==> config.mk <==
export PLATFORM = sky130hd
export DESIGN_NAME = inst_fetch
export DESIGN_NICKNAME = d
export VERILOG_FILES = /design/src/rtl/gumnut_pkg.sv /design/src/rtl/inst_fetch.sv
export SDC_FILE = /design/constraint.sdc
export NUM_CORES = 1
export LEC_CHECK = 0
export ABC_AREA = 0
export CAP_MARGIN = 20
export CELL_PAD_IN_SITES_DETAIL_PLACEMENT = 0
export CELL_PAD_IN_SITES_GLOBAL_PLACEMENT = 2
export CORE_ASPECT_RATIO = 0.6
export CORE_MARGIN = 2
export CORE_UTILIZATION = 31
export CTS_CLUSTER_SIZE = 10
export DETAILED_ROUTE_END_ITERATION = 16
export MAX_ROUTING_LAYER = met4
export PLACE_DENSITY_LB_ADDON = 0.1
export SYNTH_ARGS = -nofsm -noshare
export SYNTH_HDL_FRONTEND = slang
export SYNTH_SLANG_ARGS = --single-unit
==> constraint.sdc <==
create_clock -name clkg -period 3.46 [get_ports clkg]
set_clock_uncertainty 0.05 [all_clocks]
set_input_delay 0.519 -clock clkg [delete_from_list [all_inputs] [get_ports clkg]]
set_output_delay 0.519 -clock clkg [all_outputs]
set_load 0.005 [all_outputs]
==> src/rtl/gumnut_pkg.sv <==
// Shared constants and types for the Gumnut core.
package gumnut_pkg;

  localparam int unsigned ADDR_W  = 12;
  localparam int unsigned INSTR_W = 18;

  typedef enum logic [1:0] {
    StIdle,
    StReq,
    StHold
  } fetch_state_t;

endpackage

==> src/rtl/inst_fetch.sv <==
// Instruction fetch unit: runs one Wishbone-style read per fetch and holds the result for decode.
module inst_fetch
  import gumnut_pkg::*;
(
  input  logic               clkg,
  input  logic               rst,
  input  logic               fetch_i,
  input  logic [ADDR_W-1:0]  pc_i,
  input  logic               flush_i,
  output logic               inst_cyc_o,
  output logic               inst_stb_o,
  output logic [ADDR_W-1:0]  inst_adr_o,
  input  logic               inst_ack_i,
  input  logic [INSTR_W-1:0] inst_dat_i,
  output logic [INSTR_W-1:0] instr_o,
  output logic [ADDR_W-1:0]  instr_pc_o,
  output logic               instr_valid_o,
  input  logic               instr_ready_i,
  output logic               pc_we_o,
  output logic [ADDR_W-1:0]  pc_next_o,
  output logic               busy_o
);

  localparam logic [ADDR_W-1:0] PcInc = {{(ADDR_W-1){1'b0}}, 1'b1};

  fetch_state_t       state_q, state_d;
  logic               discard_q, discard_d;
  logic [ADDR_W-1:0]  adr_q, adr_d;
  logic [INSTR_W-1:0] instr_q, instr_d;
  logic [ADDR_W-1:0]  instr_pc_q, instr_pc_d;
  logic               pc_we_q, pc_we_d;
  logic [ADDR_W-1:0]  pc_next_q, pc_next_d;

  always_comb begin
    state_d    = state_q;
    discard_d  = discard_q;
    adr_d      = adr_q;
    instr_d    = instr_q;
    instr_pc_d = instr_pc_q;
    pc_we_d    = 1'b0;
    pc_next_d  = pc_next_q;

    unique case (state_q)
      StIdle: begin
        if (fetch_i) begin
          adr_d   = pc_i;
          state_d = StReq;
        end
      end
      StReq: begin
        // The bus cycle always runs to ack; a flush only poisons the returning data.
        if (inst_ack_i) begin
          if (discard_q || flush_i) begin
            discard_d = 1'b0;
            state_d   = StIdle;
          end else begin
            instr_d    = inst_dat_i;
            instr_pc_d = adr_q;
            state_d    = StHold;
          end
        end else if (flush_i) begin
          discard_d = 1'b1;
        end
      end
      StHold: begin
        if (flush_i || instr_ready_i) begin
          // Flush beats a same-cycle accept: no PC write.
          if (!flush_i) begin
            pc_we_d   = 1'b1;
            pc_next_d = instr_pc_q + PcInc;
          end
          if (fetch_i) begin
            adr_d   = pc_i;
            state_d = StReq;
          end else begin
            state_d = StIdle;
          end
        end
      end
      default: state_d = StIdle;
    endcase
  end

  always_ff @(posedge clkg or posedge rst) begin
    if (rst) begin
      state_q    <= StIdle;
      discard_q  <= 1'b0;
      adr_q      <= '0;
      instr_q    <= '0;
      instr_pc_q <= '0;
      pc_we_q    <= 1'b0;
      pc_next_q  <= '0;
    end else begin
      state_q    <= state_d;
      discard_q  <= discard_d;
      adr_q      <= adr_d;
      instr_q    <= instr_d;
      instr_pc_q <= instr_pc_d;
      pc_we_q    <= pc_we_d;
      pc_next_q  <= pc_next_d;
    end
  end

  assign inst_cyc_o    = (state_q == StReq);
  assign inst_stb_o    = (state_q == StReq);
  assign inst_adr_o    = adr_q;
  assign instr_o       = instr_q;
  assign instr_pc_o    = instr_pc_q;
  assign instr_valid_o = (state_q == StHold);
  assign pc_we_o       = pc_we_q;
  assign pc_next_o     = pc_next_q;
  assign busy_o        = (state_q != StIdle);

endmodule

After elaboration in Yosys (flattened, before gate mapping)
Cells that the tools add are included.
- bits in registers: 58
- input port bits: 36
- output and inout port bits: 59
- logic and storage cells: 42
- $add $sub $neg: 1
- equality and inequality tests: 6
- multiplexer cells: 15
- bitwise gates (word level): 2
- reduce and logical (&&, ||, !) cells: 11
- operators with widths (kind ; number):
    two-way mux 12 bit ; 2
    case mux 12 bit (2 select lines) ; 1
    adder 12 x 1 -> 12 bit, second input constant ; 1
    AND reduction 3 bit ; 4
    two-way mux 2 bit ; 4
    two-way mux 1 bit ; 7
    != test 2 x 1 -> 1 bit, second input constant ; 3
    case mux 2 bit (3 select lines) ; 1
    nonzero test 2 bit ; 3
    == test 2 x 1 -> 1 bit, second input constant ; 1
    == test 2 bit, second input constant ; 1
    zero test 2 bit ; 1
    logical OR 1 bit ; 2
    != test 2 bit, second input constant ; 1
    inverter 1 bit ; 2
    AND reduction 2 bit ; 1

Longest topological paths before layout
- word-level depth: 4
- gate-level depth with buffers: 6
- depth with buffers taken out: 5

Worst setup path before layout
No wires, ideal clock.
- path type: input-to-reg
- start: in flush_i
- end: reg adr_q[0] (netlist: inst_adr_o[0])
- library setup time: 125 ps
- arrival: 1286 ps
- data required time: 3285 ps
- setup slack: 1999 ps
- stages: 4
- cell sequence: nor2_1 -> a21oi_2 -> buf_4 -> mux2_2
- word-level cells in the longest chain between the ends: 3
- RTL lines (element ; RTL line ; text):
    start: declaration ; inst_fetch.sv:9 ; input logic flush_i,
    logical OR 1 bit ; inst_fetch.sv:66 ; if (flush_i || instr_ready_i) begin
    != test 2 x 1 -> 1 bit (no line) ; -- ;
    AND reduction 2 bit (no line) ; -- ;
    end signal: assignment ; inst_fetch.sv:96 ; adr_q <= adr_d;
    end: declaration ; inst_fetch.sv:28 ; logic [ADDR_W-1:0] adr_q, adr_d;
No other way between the ends.
A chain may end at the register's enable or synchronous reset.

Worst setup path after layout
- start: reg state_q[1]
- end: out inst_cyc_o
- word-level cells in the longest chain between the ends: 1
- RTL lines (element ; RTL line ; text):
    start: declaration ; inst_fetch.sv:26 ; fetch_state_t state_q, state_d;
    start signal: assignment ; inst_fetch.sv:86 ; state_q <= StIdle;
    start signal: assignment ; inst_fetch.sv:94 ; state_q <= state_d;
    == test 2 x 1 -> 1 bit ; inst_fetch.sv:104 ; assign inst_cyc_o = (state_q == StReq);
    end: declaration ; inst_fetch.sv:10 ; output logic inst_cyc_o,
No other way between the ends.

==> results.md <==
- Synthesized area: approximately 2600 um^2
- Slew @ Worst Pin: between 0.7 and 0.8 ns
- Clk buf depth: 2
- Crit-path leading delay family: buffers and inverters
- Sequential area share after synthesis: 56.7%
- Chip width: around 120 um
- Sw Share: between 20% and 30%
- CTS tree: done
- Clock power share: between 20% and 30%
- VDD IR-drop max: 0.291 mV
- Critical path buffers and inverters: 1
- Final worst-path cycle share: ~70%
- Comb pwr share: between 30% and 40%
- Placed cells: about 370
- Drc violations: 0
- Sequential share of power: about 37%
- Share of post-route cells with drive strength above 1: between 20% and 30%
- Power per Cell Area: 875 nW/um^2
- Hold Crit Class: flip-flop to flip-flop
- Die Y: 74.4 um
- Worst path slowest cell: clkdlybuf4s50_1
- Util after Layout: between 40% and 50%
- Setup TNS: 0 ns
- Psw: between 0.0009 and 0.001 W
- # rows: 25
- Final Hold Fails: 0
- Synth area leader: dfrtp_1
- Count of clock tree sinks: 58
- Synth Instances: approximately 180
- Via total after detailed routing: around 1700
- Clock transition at the registers of the reported paths: approximately 0.05 ns
- GRT overflow: 0
- Area of the core: 7950 um^2
- Count of TritonRoute iterations in the first routing pass: 4
- Synth warnings: 0
- Final Setup Violations: 0
- Post-synth EDFFs: 0
- Critical path required time: slightly below 3 ns
- Max cap viols: 0
- Top-count cell post-synth: dfrtp_1
- Worst path cell trace: nor2b_1, clkdlybuf4s50_1
- ANT cells: 0
- Post-synth top flop: dfrtp_1
- Avg Inst Size Synth: around 15 um^2
- Vias per cell: approximately 4.3
- Final Wtd Congestion: roughly 0.75
- CP Launch Type: flip-flop
- Post-CTS sizing: 0
- Commonest cells post-synth: 58 x dfrtp_1, 30 x mux2_4, 16 x nor2_1, 10 x a21oi_1, 9 x mux2_2
- Synth top area share: between 50 and 60%
- H-tree levels: 3
- Max stage delay on crit path: around 0.61 ns
- PortBufs: 94
- FF+latch count, synth: 58
- Clk Tree Root Cell: clkbuf_16
- Arr. time, crit path: around 1.8 ns
- Endpoint class of the critical path: primary output
- Relative slew margins: between 40% and 50%
- Largest net degree at the start of global routing: 31
- Starting DRC count in detailed routing: between 60 and 70
- Netlist cell types: 27
- P_int: about 0.0025 W
- RSZ-0062 raised after global routing: false
- Total Wirelength: approximately 5800 um
- Hpwl dp: 4130 um
- Status: completed
- Synthesis-to-finish area growth: 52.2%
- Antenna violations before repair: 0
- Skew-Pair Late Insertion Delay: 0.32 ns
- Critical-path maximum fanout: 7
- Routed Antenna Nets: 0
- Nets: between 300 and 400
- Crit Path Category: flip-flop to primary output
- Period minus WS final: 2.36 ns
- Lkg Pwr: 1.71 nW
- Synthesized Nets: about 210
- Vias in the first global route: 1608
- Hold buffers post-CTS: 0
- Total global-route track usage: a little over an eighth
- Initial core utilization: about a third
- Max Freq: approximately 420 MHz
- IO Count: between 90 and 100
- Fin. max-slew vios: 0
- Synth async-reset ratio: 100%
- DIE AREA: ~9000 um^2
- Cts bufs inserted: 9
- Finished Layout Cells: slightly below 400
- Synth top area cells: dfrtp_1 57%, mux2_4 18%, mux2_2 4.0%
- Setup fix buffers added after clock tree synthesis: 0
- Wirelength per Cell: between 10 and 15 um
- Global-route wire length before repair: between 8000 and 9000 um
logic make-up after synthesis:
group | Yosys count | synth area share, %
mux | 43 | 23.3
flops | 58 | 56.7
compound gates | 16 | 4.01
fa+ha+maj | 1 | 0.488
buf+inv | 13 | 3.71
simple gates | 34 | 8.40
xor+xnor | 10 | 3.42
per-stage QoR:
| stage | power (W) | setup WS [ns] | instance area (um^2) | hold WS [ns] |
|---|---|---|---|---|
| after detailed placement | 0.00251 | 1.05 | 3580 | 0.432 |
| after floorplan | 0.00176 | 1.46 | 2560 | 0.433 |
| after global routing | 0.00361 | 0.978 | 3900 | 0.476 |
| after global placement | 0.00250 | 1.06 | 3580 | 0.439 |
| after CTS | 0.00346 | 1.09 | 3900 | 0.456 |
| final | 0.00341 | 1.10 | 3900 | 0.447 |
worst paths after layout:
kind                                               start                   endpoint  slack (ns)  cells past startpoint
worst max-delay path              state_q[1]$_DFFE_PP0P_                 inst_cyc_o        1.10                      2
worst min-delay path            pc_next_o[1]$_DFFE_PP0P_   pc_next_o[1]$_DFFE_PP0P_        0.45                      1
max in group asynchronous                            rst    instr_o[14]$_DFFE_PP0P_        2.12                      3
worst max register to register    state_q[1]$_DFFE_PP0P_    instr_o[15]$_DFFE_PP0P_        1.31                      3
min in group asynchronous                            rst  inst_adr_o[4]$_DFFE_PP0P_        0.55                      2
worst min register to register  pc_next_o[1]$_DFFE_PP0P_   pc_next_o[1]$_DFFE_PP0P_        0.45                      1
layer usage:
layer	GRT usage, %	vias up	part of all wire [%]
met3	4.29	7	5.3
met5	-	-	0
li1	-	804	-
met2	18.5	54	42
met1	19.2	801	52
met4	4.98	0	1.2
layout by cell type (no fill, tap or decap), types with 4 or more instances in the layout:
cell type / instances
a21oi_1: 10
a21oi_2: 4
clkbuf_16: 9
clkdlybuf4s50_1: 94
dfrtp_1: 58
mux2_1: 4
mux2_2: 9
mux2_4: 30
nand2_1: 4
nor2_1: 16
xnor2_1: 8
cell type report:
cell class	instances	area [um^2]
fillers	738	4050
flip-flops and latches	58	1450
multi-input cells	104	1010
repair buffers	97	963
clock buffers	9	225
well taps	108	135
clock inverters	7	93.8
inverters	4	15.0
power by group through the flow:
stage                     Sequential (W)  Combinational (W)  Clock [W]
after global routing             0.00130            0.00132   0.000988
after floorplan                  0.00122           0.000540          0
after CTS                        0.00126            0.00125   0.000955
final                            0.00125            0.00122   0.000934
after global placement           0.00126            0.00124          0
after detailed placement         0.00126            0.00124          0
state kept, by name, summed over array words and instances (netlist names):
register / count
pc_next_o: 12
instr_pc_o: 12
inst_adr_o: 12
discard_q: 1
instr_o: 18
state_q: 2
pc_we_o: 1
Note: power is estimated with default switching activity, not from simulation.
